`src/rtl/cache_control_nway_if.sv`:
```
// CPU-side and memory-side signal bundle for the N-way cache controller.
// master drives requests and tag-array status; slave is the controller.
interface cache_control_nway_if #(
    parameter int WAYS = 4,
    parameter int SETS = 8
);
    localparam int WAY_W = $clog2(WAYS);
    localparam int IDX_W = $clog2(SETS);

    logic             mem_read;
    logic             mem_write;
    logic             mem_resp;
    logic [IDX_W-1:0] set_idx;
    logic [WAYS-1:0]  hit_vec;
    logic [WAYS-1:0]  valid_vec;
    logic [WAYS-1:0]  dirty_vec;
    logic [WAY_W-1:0] way_sel;
    logic             tag_sel;
    logic             source_sel;
    logic             load_cache;
    logic             load_valid;
    logic             load_dirty;
    logic             dirty_in;
    logic             pmem_read;
    logic             pmem_write;
    logic             pmem_resp;

    modport master (
        output mem_read, mem_write, set_idx, hit_vec, valid_vec, dirty_vec,
        output pmem_resp,
        input  mem_resp, way_sel, tag_sel, source_sel, load_cache,
        input  load_valid, load_dirty, dirty_in, pmem_read, pmem_write
    );

    modport slave (
        input  mem_read, mem_write, set_idx, hit_vec, valid_vec, dirty_vec,
        input  pmem_resp,
        output mem_resp, way_sel, tag_sel, source_sel, load_cache,
        output load_valid, load_dirty, dirty_in, pmem_read, pmem_write
    );
endinterface

```
`src/rtl/cache_control_nway.sv`:
```
// N-way set-associative cache controller with tree-PLRU replacement.
// Handles hit, clean-miss fill and dirty-miss writeback-then-fill.
module cache_control_nway #(
    parameter int WAYS = 4,
    parameter int SETS = 8
) (
    input logic                 clk,
    input logic                 rst,
    cache_control_nway_if.slave bus
);
    localparam int WAY_W = $clog2(WAYS);
    localparam int IDX_W = $clog2(SETS);
    localparam int NODES = WAYS - 1;

    typedef enum logic [1:0] {IDLE, WRITEBACK, FILL, RESPOND} state_t;

    state_t                       r_state;
    state_t                       w_next;
    logic [WAY_W-1:0]             r_victim;
    logic [SETS-1:0][NODES-1:0]   r_plru;

    logic                         w_req;
    logic                         w_hit;
    logic [WAYS-1:0]              w_hv;
    logic [WAYS-1:0]              w_vd;
    logic [WAYS-1:0]              w_vd_sh;
    logic [WAY_W-1:0]             w_hit_way;
    logic [WAY_W-1:0]             w_inv_way;
    logic [WAY_W-1:0]             w_plru_way;
    logic [WAY_W-1:0]             w_victim;
    logic                         w_vdirty;
    logic                         w_latch;
    logic                         w_upd;
    logic [WAY_W-1:0]             w_upd_way;
    logic [NODES-1:0]             w_cur;

    function automatic logic [WAY_W-1:0] lowest(logic [WAYS-1:0] v);
        logic [WAY_W-1:0] r;
        logic [WAYS-1:0]  t;
        r = '0;
        for (int i = WAYS - 1; i >= 0; i--) begin
            t = v >> i;
            if (t[0]) r = WAY_W'(i);
        end
        return r;
    endfunction

    // Walk root to leaf, flipping each node on the path away from way w.
    function automatic logic [NODES-1:0] plru_upd(logic [NODES-1:0] cur,
                                                  logic [WAY_W-1:0] w);
        logic [NODES-1:0] r;
        logic [WAY_W-1:0] t;
        int               n;
        r = cur;
        n = 0;
        for (int l = 0; l < WAY_W; l++) begin
            t = w >> (WAY_W - 1 - l);
            r = (r & ~(NODES'(1) << n)) | (NODES'(!t[0]) << n);
            n = 2 * n + 1 + int'(t[0]);
        end
        return r;
    endfunction

    assign w_req     = bus.mem_read | bus.mem_write;
    assign w_hv      = bus.hit_vec & bus.valid_vec;
    assign w_hit     = w_req & (|w_hv);
    assign w_hit_way = lowest(w_hv);
    assign w_inv_way = lowest(~bus.valid_vec);
    assign w_cur     = r_plru[bus.set_idx];
    assign w_victim  = (&bus.valid_vec) ? w_plru_way : w_inv_way;
    assign w_vd      = bus.valid_vec & bus.dirty_vec;
    assign w_vd_sh   = w_vd >> w_victim;
    assign w_vdirty  = w_vd_sh[0];

    always_comb begin
        logic [NODES-1:0] t;
        int               n;
        w_plru_way = '0;
        n = 0;
        for (int l = 0; l < WAY_W; l++) begin
            t = w_cur >> n;
            w_plru_way[WAY_W-1-l] = t[0];
            n = 2 * n + 1 + int'(t[0]);
        end
    end

    always_comb begin
        w_next         = r_state;
        w_latch        = 1'b0;
        w_upd          = 1'b0;
        w_upd_way      = r_victim;
        bus.mem_resp   = 1'b0;
        bus.way_sel    = r_victim;
        bus.tag_sel    = 1'b1;
        bus.source_sel = 1'b0;
        bus.load_cache = 1'b0;
        bus.load_valid = 1'b0;
        bus.load_dirty = 1'b0;
        bus.dirty_in   = 1'b0;
        bus.pmem_read  = 1'b0;
        bus.pmem_write = 1'b0;
        // Outputs are forced quiet while reset is held.
        if (rst) begin
            unique case (r_state)
                IDLE: begin
                    if (w_hit) begin
                        bus.mem_resp   = 1'b1;
                        bus.way_sel    = w_hit_way;
                        bus.load_cache = bus.mem_write;
                        bus.load_dirty = bus.mem_write;
                        bus.dirty_in   = bus.mem_write;
                        w_upd          = 1'b1;
                        w_upd_way      = w_hit_way;
                    end else if (w_req) begin
                        w_latch = 1'b1;
                        w_next  = w_vdirty ? WRITEBACK : FILL;
                    end
                end
                WRITEBACK: begin
                    bus.pmem_write = 1'b1;
                    bus.tag_sel    = 1'b0;
                    if (bus.pmem_resp) w_next = FILL;
                end
                FILL: begin
                    bus.pmem_read = 1'b1;
                    if (bus.pmem_resp) begin
                        bus.load_cache = 1'b1;
                        bus.source_sel = 1'b1;
                        bus.load_valid = 1'b1;
                        bus.load_dirty = 1'b1;
                        w_next         = RESPOND;
                    end
                end
                RESPOND: begin
                    bus.mem_resp   = 1'b1;
                    bus.load_cache = bus.mem_write;
                    bus.load_dirty = bus.mem_write;
                    bus.dirty_in   = bus.mem_write;
                    w_upd          = 1'b1;
                    w_next         = IDLE;
                end
                default: w_next = IDLE;
            endcase
        end
    end

    always_ff @(posedge clk or negedge rst) begin
        if (!rst) begin
            r_state  <= IDLE;
            r_victim <= '0;
            r_plru   <= '0;
        end else begin
            r_state <= w_next;
            if (w_latch) r_victim <= w_victim;
            if (w_upd) r_plru[bus.set_idx] <= plru_upd(w_cur, w_upd_way);
        end
    end
endmodule

```
`src/flat_wrapper.sv`:
```
// flat-port wrapper written by rule: the top's interface ports become plain ports
module cache_control_nway_flat 
#(
    parameter int WAYS = 4,
    parameter int SETS = 8
)
  (clk, rst, bus_mem_read, bus_mem_write, bus_set_idx, bus_hit_vec, bus_valid_vec, bus_dirty_vec, bus_pmem_resp, bus_mem_resp, bus_way_sel, bus_tag_sel, bus_source_sel, bus_load_cache, bus_load_valid, bus_load_dirty, bus_dirty_in, bus_pmem_read, bus_pmem_write);
  cache_control_nway_if #(.WAYS(WAYS), .SETS(SETS)) bus_i ();
  input logic clk;
  input logic rst;
  input wire logic [$bits(bus_i.mem_read)-1:0] bus_mem_read;
  input wire logic [$bits(bus_i.mem_write)-1:0] bus_mem_write;
  input wire logic [$bits(bus_i.set_idx)-1:0] bus_set_idx;
  input wire logic [$bits(bus_i.hit_vec)-1:0] bus_hit_vec;
  input wire logic [$bits(bus_i.valid_vec)-1:0] bus_valid_vec;
  input wire logic [$bits(bus_i.dirty_vec)-1:0] bus_dirty_vec;
  input wire logic [$bits(bus_i.pmem_resp)-1:0] bus_pmem_resp;
  output wire logic [$bits(bus_i.mem_resp)-1:0] bus_mem_resp;
  output wire logic [$bits(bus_i.way_sel)-1:0] bus_way_sel;
  output wire logic [$bits(bus_i.tag_sel)-1:0] bus_tag_sel;
  output wire logic [$bits(bus_i.source_sel)-1:0] bus_source_sel;
  output wire logic [$bits(bus_i.load_cache)-1:0] bus_load_cache;
  output wire logic [$bits(bus_i.load_valid)-1:0] bus_load_valid;
  output wire logic [$bits(bus_i.load_dirty)-1:0] bus_load_dirty;
  output wire logic [$bits(bus_i.dirty_in)-1:0] bus_dirty_in;
  output wire logic [$bits(bus_i.pmem_read)-1:0] bus_pmem_read;
  output wire logic [$bits(bus_i.pmem_write)-1:0] bus_pmem_write;
  assign bus_i.mem_read = bus_mem_read;
  assign bus_i.mem_write = bus_mem_write;
  assign bus_i.set_idx = bus_set_idx;
  assign bus_i.hit_vec = bus_hit_vec;
  assign bus_i.valid_vec = bus_valid_vec;
  assign bus_i.dirty_vec = bus_dirty_vec;
  assign bus_i.pmem_resp = bus_pmem_resp;
  assign bus_mem_resp = bus_i.mem_resp;
  assign bus_way_sel = bus_i.way_sel;
  assign bus_tag_sel = bus_i.tag_sel;
  assign bus_source_sel = bus_i.source_sel;
  assign bus_load_cache = bus_i.load_cache;
  assign bus_load_valid = bus_i.load_valid;
  assign bus_load_dirty = bus_i.load_dirty;
  assign bus_dirty_in = bus_i.dirty_in;
  assign bus_pmem_read = bus_i.pmem_read;
  assign bus_pmem_write = bus_i.pmem_write;
  cache_control_nway #(.WAYS(WAYS), .SETS(SETS)) u_core (.clk(clk), .rst(rst), .bus(bus_i));
endmodule
```
`config.mk`:
```
export PLATFORM = sky130hd
export DESIGN_NAME = cache_control_nway_flat
export DESIGN_NICKNAME = d
export VERILOG_FILES = /design/src/rtl/cache_control_nway_if.sv /design/src/rtl/cache_control_nway.sv /design/src/flat_wrapper.sv
export SDC_FILE = /design/constraint.sdc
export NUM_CORES = 1
export LEC_CHECK = 0
export ABC_CLOCK_PERIOD_IN_PS = 2000
export CORE_MARGIN = 3
export CORE_UTILIZATION = 40
export CTS_CLUSTER_SIZE = 20
export DETAILED_ROUTE_END_ITERATION = 8
export HOLD_SLACK_MARGIN = 0.15
export PLACE_DENSITY = 0.66
export SYNTH_ARGS = -nofsm -noshare
export SYNTH_HDL_FRONTEND = slang
export SYNTH_SLANG_ARGS = --single-unit
```
`constraint.sdc`:
```
create_clock -name clk -period 2 [get_ports clk]
set_clock_uncertainty 0.05 [all_clocks]
set_input_delay 0.4 -clock clk [delete_from_list [all_inputs] [get_ports clk]]
set_output_delay 0.4 -clock clk [all_outputs]
set_load 0.005 [all_outputs]
```
Word level (Yosys, flattened, before mapping)
Index checks and enable logic that the tools add are counted.
{ "classes": {"eq_ne": 7, "order_cmp": 2, "shifts": 4, "mux": 44, "n_reduce_logical": 7, "add_sub_neg": 2, "bitwise": 9} }
{ "op_table": {"columns": ["cell", "n"], "rows": [
  ["two-way mux 2 bit", 17],
  ["<< shifter 1 x 32 -> 3 bit", 1],
  ["<< shifter 1 x 32 -> 3 bit (first input constant)", 1],
  [">> shifter 3 x 32 -> 1 bit", 1],
  ["bitwise mux 24 bit", 1],
  ["two-way mux 1 bit", 18],
  ["binary-select mux 3 bit (select 3 bit)", 1],
  ["demux 3 bit (select 3 bit)", 1],
  ["bitwise AND 4 bit", 2],
  ["case mux 2 bit (4 select lines)", 1],
  ["two-way mux 3 bit", 2],
  ["!= test 2 bit (second input constant)", 3],
  ["AND reduction 5 bit", 1],
  ["adder 1 x 1 -> 2 bit (first input constant)", 2],
  ["equality test 2 bit (second input constant)", 2],
  ["< comparator 3 x 4 -> 1 bit (second input constant)", 1],
  ["NOT 4 bit", 1],
  ["case mux 1 bit (2 select lines)", 2],
  ["AND reduction 4 bit", 1],
  ["OR reduction 4 bit", 1],
  [">> shifter 4 x 2 -> 1 bit", 1],
  ["bitwise AND 3 bit", 1],
  ["greater-or-equal comparator 3 x 1 -> 1 bit (second input constant)", 1],
  ["NOT 3 bit", 1],
  ["10 further kinds", 11]
]} }
{ "word_totals": {"output_inout_bits": 11, "elab_cells": 85, "reg_bits": 28, "inputBits": 20} }

Longest topological paths before layout
Gate-level depths: netlist of run 1.
{ "logic_depth": {"ltp_word": 14, "depth_mapped": 9, "ltp_nobuf": 8} }

Least setup slack after synthesis of run 1
No wires, ideal clock.
{ "synth_path": {"kind": "reg-to-reg", "startpoint": "register u_core.r_state[0]", "endpoint": "register u_core.r_plru[3] in the netlist's numbering", "arrival_time_ps": 2013, "path_stages_with_launch": 9, "setup_ps": 125, "slack_ps": -188, "required_ps": 1825, "cell_sequence": "dfrtp_1 inv_1 ha_1 o211a_1 o21ai_2 a21oi_1 nand2_1 nor3_1 mux2_2"} }
{ "synth_lines": {"columns": ["element", "line", "source"], "rows": [
  ["start, declared", "cache_control_nway.sv:17", "state_t r_state;"],
  ["start signal, assigned", "cache_control_nway.sv:153", "r_state <= w_next;"],
  ["equality test 2 bit / zero test 2 bit (equally long branches)", null, null],
  ["case mux 1 bit (2 select lines) *", null, null],
  ["two-way mux 1 bit *", null, null],
  ["via bus_mem_resp", "flat_wrapper.sv:18", "output wire logic [$bits(bus_i.mem_resp)-1:0] bus_mem_resp;"],
  ["end signal, assigned by index", "cache_control_nway.sv:155", "if (w_upd) r_plru[bus.set_idx] <= plru_upd(w_cur, w_upd_way);"],
  ["end, declared", "cache_control_nway.sv:20", "logic [SETS-1:0][NODES-1:0] r_plru;"]
]} }
Mark *: on every way through the listed nets, which the timed path passes. The rest lies on a longest branch.
A chain may end at the register's enable or synchronous reset.

Final worst setup path of run 1
{ "layout_path": {"startpoint": "register u_core.r_state[0]", "endpoint": "output port bus_dirty_in"} }
{ "layout_via": {"elab_chain_cells": 3} }
{ "layout_rtl": {"columns": ["element", "line", "source"], "rows": [
  ["equality test 2 bit / zero test 2 bit (equally long branches)", "cache_control_nway.sv:104", "unique case (r_state)"],
  ["case mux 1 bit (2 select lines) *", "cache_control_nway.sv:104", null],
  ["two-way mux 1 bit *", "cache_control_nway.sv:103", "if (rst) begin"],
  ["end, declared", "flat_wrapper.sv:25", "output wire logic [$bits(bus_i.dirty_in)-1:0] bus_dirty_in;"]
]} }
Mark *: on every way between the ends. The rest lies on a longest branch, timed or not.

==> results.py, run 1 <==
metrics = {
    "status": {
        "status": "finished, violations left",
        "violations": "negative setup slack",
    },
    "finish": {
        "nets": 258,
        "fin_cells": 281,
        "final_area_um2": 2850,
        "area_growth_pct": 66.5,
        "utilization": 0.703,
        "diodes": 0,
        "drive_gt1_frac": 0.593,
    },
    "setup_path": {
        "cp.arrival_ns": 1.70,
        "cp_max_fo": 3,
        "reg2reg_slack_ns": -0.06,
        "slowest_stage": "dfrtp_1",
        "startpoint_type": "flop",
        "max_stage_delay_ns": 0.40,
        "r2r-end": "u_core.r_plru[0]$_DFFE_PN0P_",
        "r2r-start": "u_core.r_state[0]$_DFFE_PN0P_",
        "endpoint_kind": "output port",
        "rr_worst_depth": 9,
        "path_cells": "inv_2, ha_4, o211a_4, o21ai_4, a21oi_2, buf_4, and2_4, buf_6",
        "crit_type": "reg2out",
        "critPathRequiredTime_ns": 1.55,
    },
    "clock_network": {
        "path_clk_slew_ns": 0.09,
        "cts.sinks": 28,
        "cts-root-buf": "clkbuf_8",
        "clk-insertion-delay-late_ns": 0.27,
        "tritoncts": "yes",
        "clock_path_buffers": 2,
        "htree_levels": 1,
        "hold_buffers": 0,
        "numCtsBuffers": 3,
    },
    "synth": {
        "syn_inst": 152,
        "synth_top_family_by_area": "multiplexers",
        "ys_seq_elements": 28,
        "synth_top_area_share": 0.409,
        "synth_area_leaders": "dfrtp_1 41%, mux2_2 19%, mux4_1 4.6%",
        "yosysSeqAreaShare": 0.409,
        "syn_avg_cell_area_um2": 11.3,
        "synth_xor_xnor_area_share": 0,
        "ys_warn_count": 0,
        "synth_area_um2": 1710,
        "synth.distinct_cells": 35,
        "synthMuxAreaShare": 0.285,
        "yosys.area.top_type": "dfrtp_1",
        "synthAdderAreaFrac": 0.0438,
        "synth_fp_nets": 178,
        "synth_compound_area_frac": 0.124,
        "synthSimpleGateAreaFrac": 0.0978,
    },
    "route": {
        "vias_per_cell": 5.57,
        "routed_wl_mm": 5.27,
        "final_antenna_net_count": 0,
        "vias": 1564,
        "drc": 0,
        "first_iter_violations": 97,
        "wl_per_cell_um": 18.7,
        "drt_pre_antenna_iters": 4,
    },
    "grt": {
        "grt_use_met1": 0.243,
        "grt_busiest_layer": "met2",
        "grt_pass1_wl_mm": 8.28,
        "met3_usage": 0.0252,
        "antenna_found_initial": 0,
        "met2_usage": 0.385,
        "overflow": 0,
        "grt_max_degree": 19,
        "grt_pass1_vias": 1703,
        "gr-usage-all-layers": 0.207,
    },
    "floorplan": {
        "coreArea_um2": 4060,
        "rows": 23,
        "pin_count": 31,
        "die_x_um": 71.5,
        "die-height_um": 71.5,
        "fp.dieArea_um2": 5110,
        "start_util": 0.422,
    },
    "place": {
        "place.gp.congestion": 0.863,
        "placed_cell_area_um2": 2350,
        "pre_cts_ws_ns": -0.724,
        "portBuffers": 30,
        "hpwl_mm": 3.37,
        "place_inst": 265,
    },
    "power_and_ir_drop": {
        "internal_power_mw": 2.11,
        "p_sw_mw": 1.11,
        "powerDensity_nw_per_um2": 1130,
        "power_mw": 3.22,
        "vdd_drop_max_mv": 0.590,
        "clock_power_share": 0.108,
        "p_comb_frac": 0.591,
        "p_sw_frac": 0.345,
        "p_leak_nw": 1.31,
        "seqPwrFrac": 0.301,
    },
    "timing": {
        "worst_pin_slew_ns": 0.403,
        "holdWs_ns": 0.231,
        "hold_violations": 0,
        "slew_viol_final": 0,
        "slew-limit-headroom": 0.728,
        "period_needed_ns": 2.15,
        "finalSetupTns_ns": -0.881,
        "setup_viol": 24,
        "rsz0062_at_grt": "yes",
        "fin_ws_ns": -0.149,
        "post-route-period-util": 1.07,
        "fmax_ghz": 0.465,
    },
    "hold_path": {
        "min_path_type": "in2async",
    },
    "flow_run": {
        "maxCapViolCount": 0,
    },
}
final cells by class:
cell class | instances | area (um^2)
multi-input combinational | 112 | 1280
fill | 282 | 1200
tap | 50 | 62.6
sequential | 28 | 701
timing repair buffer | 81 | 731
inverter | 6 | 22.5
clock buffer | 4 | 55.1
Yosys cell counts (all sizes together):
cell type	count
a21o	2
o211ai	2
o211a	1
a41oi	1
a221oi	2
ha	6
mux4	4
or3	1
o2bb2ai	2
a32oi	1
nor2	15
a311oi	1
o21a	1
o21bai	1
o21ai	6
and2	2
inv	6
o22ai	1
or2	1
nand2	13
a21oi	5
nand2b	3
and3	1
buf	6
mux2i	6
nor3	2
dfrtp	28
a22o	2
mux2	29
a31oi	1
timing repair:
action	4_1_cts	5_1_grt
gates cloned	1	0
pin swaps	20	14
gates resized for setup	103	57
setup endpoints to repair	39	37
buffers inserted	13	2
worst max path at each step:
stage          slack [ns]                       endpoint                          start
5_1_grt             -0.21                   bus_dirty_in  u_core.r_state[0]$_DFFE_PN0P_
2_1_floorplan       0.006   u_core.r_plru[3]$_DFFE_PN0P_  u_core.r_state[0]$_DFFE_PN0P_
6_report            -0.15                   bus_dirty_in  u_core.r_state[0]$_DFFE_PN0P_
3_3_place_gp        -0.65  u_core.r_state[1]$_DFFE_PN0P_                 bus_set_idx[0]
3_5_place_dp        -0.72   u_core.r_plru[8]$_DFFE_PN0P_               bus_valid_vec[2]
4_1_cts             -0.15                 bus_way_sel[1]  u_core.r_state[1]$_DFFE_PN0P_
cell families after synthesis:
group,after synthesis
adders and majority gates,6
buffers and inverters,12
muxes,39
and+or+nand+nor,38
DFF,28
AOI/OAI and AO/OA,29
placed cells by master (no fill, tap or decap), types with 2 or more instances in the layout:
cell,synthesis,final
clkbuf_8,0,4
ha_4,0,2
nor3_4,0,2
inv_2,0,3
o21ai_0,5,5
ha_2,0,2
clkdlybuf4s50_1,0,5
mux4_2,1,4
dlygate4sd2_1,0,12
clkbuf_2,0,5
inv_1,6,3
nand2_1,13,11
mux2_2,29,4
buf_2,2,3
a22o_1,2,2
mux2_4,0,25
a21oi_1,5,4
nor2_1,15,9
a21o_1,2,2
mux2i_1,6,2
nor2_4,0,6
buf_6,2,22
nand2b_4,0,2
a221oi_2,0,2
mux2i_4,0,3
dfrtp_1,28,28
o211ai_1,2,2
ha_1,6,2
buf_4,2,32
metal layers:
layer,share of wire,up-vias
met5,0,-
met4,0.017,0
met3,0.056,8
met2,0.56,52
met1,0.37,792
li1,-,712
critical path, delay by kind of cell, from the launching register on:
family / cells / cell delay [ns]
AO/OA/AOI/OAI: 3 / 0.45
AND/OR/NAND/NOR: 1 / 0.13
adder cells (fa/ha/maj): 1 / 0.14
flip-flops: 1 / 0.40
buffers and inverters: 3 / 0.31
flip-flops by register name, indices dropped and copies added (netlist names):
| register | cells |
|---|---|
| u_core.r_plru | 24 |
| u_core.r_state | 2 |
| u_core.r_victim | 2 |
power by group through the flow:
stage / Combinational [mW] / Sequential, mW / Clock (mW)
finish: 1.90 / 0.968 / 0.347
global route: 2.04 / 0.996 / 0.378
detailed placement: 1.27 / 0.948 / 0
global placement: 1.23 / 0.933 / 0
CTS: 1.67 / 0.948 / 0.352
floorplan: 0.743 / 0.906 / 0
No activity file was read; power rests on OpenSTA's default activity.
==> run 2, diff against run 1 <==
ABC_CLOCK_PERIOD_IN_PS = 1800   (was 2000)
CTS_CLUSTER_SIZE = 8   (was 20)
clock period = 1.8 ns   (was 2 ns; I/O delays follow)
==> run 2 against run 1 <==
Clock power is 8.6% higher. Design area is 1.4% lower. Register-to-register slack worse by 0.21 ns. Critical path type unchanged. Die area stayed put. Combinational power is 12% higher. Sequential power is 9.5% higher. Power is 11% higher. Largest cell class unchanged. Sequential share of layout area is 0.34 points higher. The run still ends with negative setup slack left. Global-route usage is 0.53 points lower. Non-clock buffer count is 2 lower. Clock-buffer cell count stayed put. Worst setup slack worse by 0.13 ns.
==> results.py, run 2 (synthesis results as in run 1) <==
metrics = {
    "status": {
        "status": "finished, violations left",
        "violations": "negative setup slack",
    },
    "route": {
        "first_iter_violations": 53,
        "routed_wl_mm": 5.24,
        "final_antenna_net_count": 0,
        "drc": 0,
        "wl_per_cell_um": 18.8,
        "vias": 1535,
        "vias_per_cell": 5.50,
        "drt_pre_antenna_iters": 4,
    },
    "clock_network": {
        "cts.sinks": 28,
        "cts-root-buf": "clkbuf_8",
        "tritoncts": "yes",
        "clock_path_buffers": 2,
        "hold_buffers": 0,
        "numCtsBuffers": 3,
        "htree_levels": 1,
        "path_clk_slew_ns": 0.09,
        "clk-insertion-delay-late_ns": 0.27,
    },
    "power_and_ir_drop": {
        "p_leak_nw": 1.29,
        "powerDensity_nw_per_um2": 1270,
        "power_mw": 3.57,
        "clock_power_share": 0.106,
        "p_comb_frac": 0.596,
        "p_sw_frac": 0.349,
        "seqPwrFrac": 0.298,
        "p_sw_mw": 1.25,
        "vdd_drop_max_mv": 0.690,
        "internal_power_mw": 2.32,
    },
    "setup_path": {
        "crit_type": "reg2out",
        "cp.arrival_ns": 1.66,
        "rr_worst_depth": 10,
        "r2r-start": "u_core.r_state[0]$_DFFE_PN0P_",
        "cp_max_fo": 3,
        "r2r-end": "u_core.r_plru[12]$_DFFE_PN0P_",
        "endpoint_kind": "output port",
        "critPathRequiredTime_ns": 1.39,
        "startpoint_type": "flop",
        "reg2reg_slack_ns": -0.27,
    },
    "place": {
        "portBuffers": 30,
        "place_inst": 259,
        "placed_cell_area_um2": 2340,
        "hpwl_mm": 3.40,
        "pre_cts_ws_ns": -1.03,
        "place.gp.congestion": 0.835,
    },
    "floorplan": {
        "die-height_um": 71.5,
        "fp.dieArea_um2": 5110,
        "coreArea_um2": 4060,
        "rows": 23,
        "start_util": 0.422,
        "die_x_um": 71.5,
        "pin_count": 31,
    },
    "timing": {
        "slew_viol_final": 0,
        "post-route-period-util": 1.15,
        "slew-limit-headroom": 0.644,
        "rsz0062_at_grt": "yes",
        "fmax_ghz": 0.482,
        "fin_ws_ns": -0.275,
        "finalSetupTns_ns": -7.77,
        "hold_violations": 0,
        "period_needed_ns": 2.07,
        "setup_viol": 35,
        "worst_pin_slew_ns": 0.524,
    },
    "finish": {
        "top_register": "u_core.r_plru",
        "diodes": 0,
        "layout_commonest_cell": "buf_4",
        "area_growth_pct": 64.2,
        "fillCellCount": 295,
        "largest_reg_flops": 24,
        "fin_cells": 279,
        "final_area_um2": 2820,
        "top_regs": "u_core.r_plru (24), u_core.r_state (2), u_core.r_victim (2)",
        "final_cell_mix": "36 x buf_4, 28 x dfrtp_1, 22 x mux2_4, 15 x buf_6, 13 x dlygate4sd2_1",
        "nets": 256,
        "drive_gt1_frac": 0.594,
    },
    "grt": {
        "grt_pass1_wl_mm": 8.00,
        "overflow": 0,
        "grt_max_degree": 18,
        "grt_pass1_vias": 1629,
        "gr-usage-all-layers": 0.202,
        "antenna_found_initial": 0,
    },
    "hold_path": {
        "min_path_type": "in2async",
    },
    "flow_run": {
        "maxCapViolCount": 0,
    },
}
[run 2: power groups by stage]
stage               logic [mW]  clock network (mW)  registers, mW
floorplan                0.898                   0           1.01
global placement          1.50                   0           1.04
detailed placement        1.54                   0           1.06
CTS                       1.79               0.387           1.05
global route              2.27               0.427           1.09
finish                    2.13               0.377           1.06
[run 2: worst max-delay path: stages (launching register included)]
cell     delay [ns]
dfrtp_1        0.40
inv_2          0.09
ha_4           0.15
o211a_4        0.18
o21ai_4        0.07
a21oi_2        0.16
buf_4          0.14
and2_4         0.13
buf_6          0.08
[run 2: what timing repair did]
item	in CTS	in global routing
cloned	1	0
gates resized for setup	96	42
setup endpoints to repair	39	38
setup buffers	11	9
pin swaps	16	14
[run 2: worst max-delay path by stage]
stage                                               end  cells after the start                           from
after global placement    u_core.r_state[1]$_DFFE_PN0P_                      8                 bus_set_idx[0]
after global routing      u_core.r_plru[23]$_DFFE_PN0P_                      8  u_core.r_state[0]$_DFFE_PN0P_
after CTS                                bus_load_dirty                      8  u_core.r_state[0]$_DFFE_PN0P_
final                                      bus_dirty_in                      8  u_core.r_state[0]$_DFFE_PN0P_
after floorplan            u_core.r_plru[0]$_DFFE_PN0P_                      8  u_core.r_state[0]$_DFFE_PN0P_
after detailed placement  u_core.r_state[1]$_DFFE_PN0P_                      8                 bus_set_idx[0]
[run 2: stage by stage]
stage / hold WS, ns / util
4_1_cts: 0.184 / 0.648
3_3_place_gp: 0.432 / 0.577
2_1_floorplan: 0.0144 / -
3_5_place_dp: 0.445 / 0.577
6_report: 0.196 / 0.694
5_1_grt: 0.188 / 0.694
[run 2: final cells by class]
class / instances / area (um^2) / area share
multi-input combinational: 112 / 1270 / 0.450
timing repair buffer: 79 / 707 / 0.251
sequential: 28 / 701 / 0.249
tap: 50 / 62.6 / 0.0222
clock buffer: 4 / 55.1 / 0.0196
inverter: 6 / 22.5 / 0.00800
[run 2: metal layers]
layer / routed length, um / track usage / vias up
met2: 2770 / 0.378 / 57
li1: - / - / 706
met4: 98 / 0.0605 / 0
met1: 2090 / 0.231 / 761
met5: 0 / 0 / -
met3: 288 / 0.0393 / 11
